--- src/rtl/mult_ctrl.sv ---
// Control FSM for the shift-add multiplier: sequences the load, add and shift
// strobes into the accumulator/multiplier register and handshakes with the sequencer.
module mult_ctrl #(
  parameter int WIDTH = 4
) (
  input  logic                     clk,
  input  logic                     n_reset,
  input  logic                     start,
  input  logic                     clear,
  input  logic                     q0,
  output logic                     RESET,
  output logic                     ADD,
  output logic                     SHIFT,
  output logic                     busy,
  output logic                     done,
  output logic [$clog2(WIDTH)-1:0] count
);

  localparam int            CW   = $clog2(WIDTH);
  localparam logic [CW-1:0] LAST = CW'(WIDTH - 1);

  typedef enum logic [2:0] {
    IDLE   = 3'd0,
    INIT   = 3'd1,
    TEST   = 3'd2,
    ADDS   = 3'd3,
    SHIFTS = 3'd4,
    DONE   = 3'd5
  } state_t;

  state_t state, next_state;

  // count saturates at LAST and is held through DONE so the final iteration stays visible
  always_ff @(posedge clk or negedge n_reset) begin
    if (!n_reset) begin
      state <= IDLE;
      count <= '0;
    end else begin
      state <= next_state;
      if (clear)
        count <= '0;
      else if (state == INIT)
        count <= '0;
      else if (state == SHIFTS && count != LAST)
        count <= count + CW'(1);
    end
  end

  always_comb begin
    next_state = IDLE;
    RESET      = 1'b0;
    ADD        = 1'b0;
    SHIFT      = 1'b0;
    done       = 1'b0;
    busy       = (state != IDLE);
    case (state)
      IDLE:    next_state = start ? INIT : IDLE;
      INIT: begin
        RESET      = 1'b1;
        next_state = TEST;
      end
      TEST:    next_state = q0 ? ADDS : SHIFTS;
      ADDS: begin
        ADD        = 1'b1;
        next_state = SHIFTS;
      end
      SHIFTS: begin
        SHIFT      = 1'b1;
        next_state = (count == LAST) ? DONE : TEST;
      end
      DONE: begin
        done       = 1'b1;
        next_state = IDLE;
      end
      default: next_state = IDLE;
    endcase
    // abort wins over every transition, including a start seen in IDLE
    if (clear)
      next_state = IDLE;
  end

endmodule
--- config.mk ---
export PLATFORM = sky130hd
export DESIGN_NAME = mult_ctrl
export DESIGN_NICKNAME = d
export VERILOG_FILES = /design/src/rtl/mult_ctrl.sv
export SDC_FILE = /design/constraint.sdc
export NUM_CORES = 1
export LEC_CHECK = 0
export ABC_AREA = 1
export BUFFER_PORTS_ARGS = -buffer_cell sky130_fd_sc_hd__buf_4
export CORE_AREA = 8 8 45 47
export DETAILED_ROUTE_END_ITERATION = 6
export DIE_AREA = 0 0 53 55
export PLACE_DENSITY = 0.56
export SYNTH_ARGS = -nofsm -noshare
export SYNTH_HDL_FRONTEND = slang
export SYNTH_SLANG_ARGS = --single-unit
--- constraint.sdc ---
create_clock -name clk -period 1.2 [get_ports clk]
set_input_delay 0.18 -clock clk [delete_from_list [all_inputs] [get_ports clk]]
set_output_delay 0.18 -clock clk [all_outputs]
set_load 0.03 [all_outputs]
==> metrics.txt <==
CORE AREA 0.001384 sq mm; Place WS 0.07215 ns; VDD IR-drop max 0.4219 mV; Final WS setup -0.04479 ns; initial antenna violation count 0; Critical Path AT 1.06 ns; DR vias 342; final WL 803 microns; fmax 0.8033 GHz; htree depth 1; crit path cell chain inv_4 > nor3_2 > buf_4; syn_area_per_cell 7.018 sq um; Area Growth Syn to Fin 65.12%; die area 0.002915 sq mm; Die Y 55 microns; Worst-path clk slew 0.04 ns; flop2flop setup slack 0.08 ns; final hold violation count 0; Chip Width 53 microns; failing checks negative setup slack; antenna diode count 0; placed instance count 74; proportion of layout cells with a drive suffix above 1 0.5077; CTS Buf Count 3; Max Cap Viol 0; router iterations before antenna repair 4; clock buffer depth 2; worst hold margin 0.1043 ns; Post-Syn Area 322.8 sq um; Worst path depth 3; hold endpoint state[2]; largest net degree at the start of global routing 7; yosys synthesis warning count 0; worst min-delay path class in -> reg; Setup Skew 0.001869 ns; global-route wire length before repair 1352 microns; Hold Path Depth 2; critical path class reg -> out; setup violators final 5; Wirelength per Cell 9.914 microns; post-detail-place hpwl 643.6 microns; Netlist cell types 14; crit share post-route 1.037; most frequent cells in the layout buf_4 (12), inv_1 (10), nand2_1 (6), nand3_1 (4); vias in the first global route 367; GRT Total Usage 0.06411; TritonCTS clock tree done; Reg-to-Reg Start state[0]; Initial Utilization 0.2333; clock latency on the worst-skew pair 0.24 ns; Port-buffer cells 11; total global routing overflow 0; row count 14; slew margin rel. 0.8777; 1st-iter DRT viols 2; pwr/cell area 1026 mW/mm^2; clock root buffer clkbuf_4; HP Start clear; register area share after synthesis 0.3876; slowest stage delay, CP 0.44 ns; Placer Congestion 0.6968; post-route ant nets 0; RSZ-0062 raised after global routing true; Worst Path Buf+Inv 2; Reg2Reg Depth 6; measured slew at the worst slew-check pin 0.1834 ns; Final nets 72; Final Non-Filler Cells 81; Slew Limit Fails 0; CP endpoint kind primary output; Tmin final 1.245 ns; most common cell after layout, fill and taps aside buf_4; Top-Level Pins 12; CP Launch Type flip-flop; CP top delay family flip-flops; Slowest-stage cell, CP dfrtp_2; crit-path max FO 4; outcome finished, violations left; Synthesized Nets 52; CTS sink cnt 5; DR vias/cell 4.222; Synth Register Bits 5; leakage 0.2769 nW; Mapped Cells 46; DRC viols 0; Critical R2R Capture count[1]; Req. time, crit path 1.02 ns
## worst max path at each step
stage,start,end,slack (ns)
2_1_floorplan,count[0],count[1],0.02
3_3_place_gp,state[0],done,0.1
3_5_place_dp,count[1],count[1],0.07
4_1_cts,state[1],ADD,-0.06
5_1_grt,state[1],ADD,-0.1
6_report,state[1],ADD,-0.04
## cell usage after synthesis (all sizes together)
| master | count | area [sq um] |
|---|---|---|
| inv | 14 | 52.55 |
| nand2 | 8 | 32.54 |
| a21oi | 2 | 10.01 |
| ha | 1 | 12.51 |
| nor3 | 3 | 15.01 |
| nand4 | 2 | 12.51 |
| nor2 | 4 | 22.52 |
| dfrtp | 5 | 125.1 |
| o21ai | 1 | 5.000 |
| nand3 | 6 | 35.03 |
## flip-flops by register name (all words and copies together), names as in the netlist
name and count:
count 2, state 3
## layout make-up
class	count	area (sq um)
Inverter	14	57.56
Timing Repair Buffer	15	122.6
Multi-Input combinational cell	27	177.7
Tap cell	16	20.02
Clock buffer	4	26.28
Fill cell	157	850.8
Sequential cell	5	128.9
## per-layer routing
layer	wire length [microns]	global-route usage	up-vias
met5	0	0	-
met4	9	0.06466	0
met3	53	0.01872	2
met2	398	0.1055	9
met1	342	0.06279	150
li1	-	-	181
## cells by family (layout without fill, tap and decap cells)
| family | after synthesis | in the layout | synth area share |
|---|---|---|---|
| buf+inv | 14 | 33 | 0.1628 |
| flops | 5 | 5 | 0.3876 |
| compound gates | 3 | 3 | 0.04650 |
| fa+ha+maj | 1 | 1 | 0.03875 |
| simple gates | 23 | 23 | 0.3643 |
## metrics by stage
stage,util,power (mW),area [sq um],TNS (ns)
floorplan,-,0.2792,337.8,0
global placement,0.3237,0.3272,447.9,0
detailed placement,0.3237,0.3272,447.9,0
CTS,0.3707,0.5466,513.0,-0.1682
global route,0.3852,0.5841,533.0,-0.3813
finish,0.3852,0.5471,533.0,-0.1278
## where the power goes
part	switching, mW	internal, mW	total (mW)
clock	0.0626	0.125	0.188
combinational	0.0898	0.0707	0.160
sequential	0.0190	0.180	0.199
## what timing repair did
| action | 4_1_cts | 5_1_grt |
|---|---|---|
| pin swaps | 2 | 1 |
| gates resized for setup | 8 | 5 |
| setup endpoints to repair | 5 | 6 |
| buffers inserted | 2 | 0 |
| hold endpoints to repair | 5 | 0 |
| hold buffers | 1 | 0 |
No activity file was read; power rests on OpenSTA's default activity.
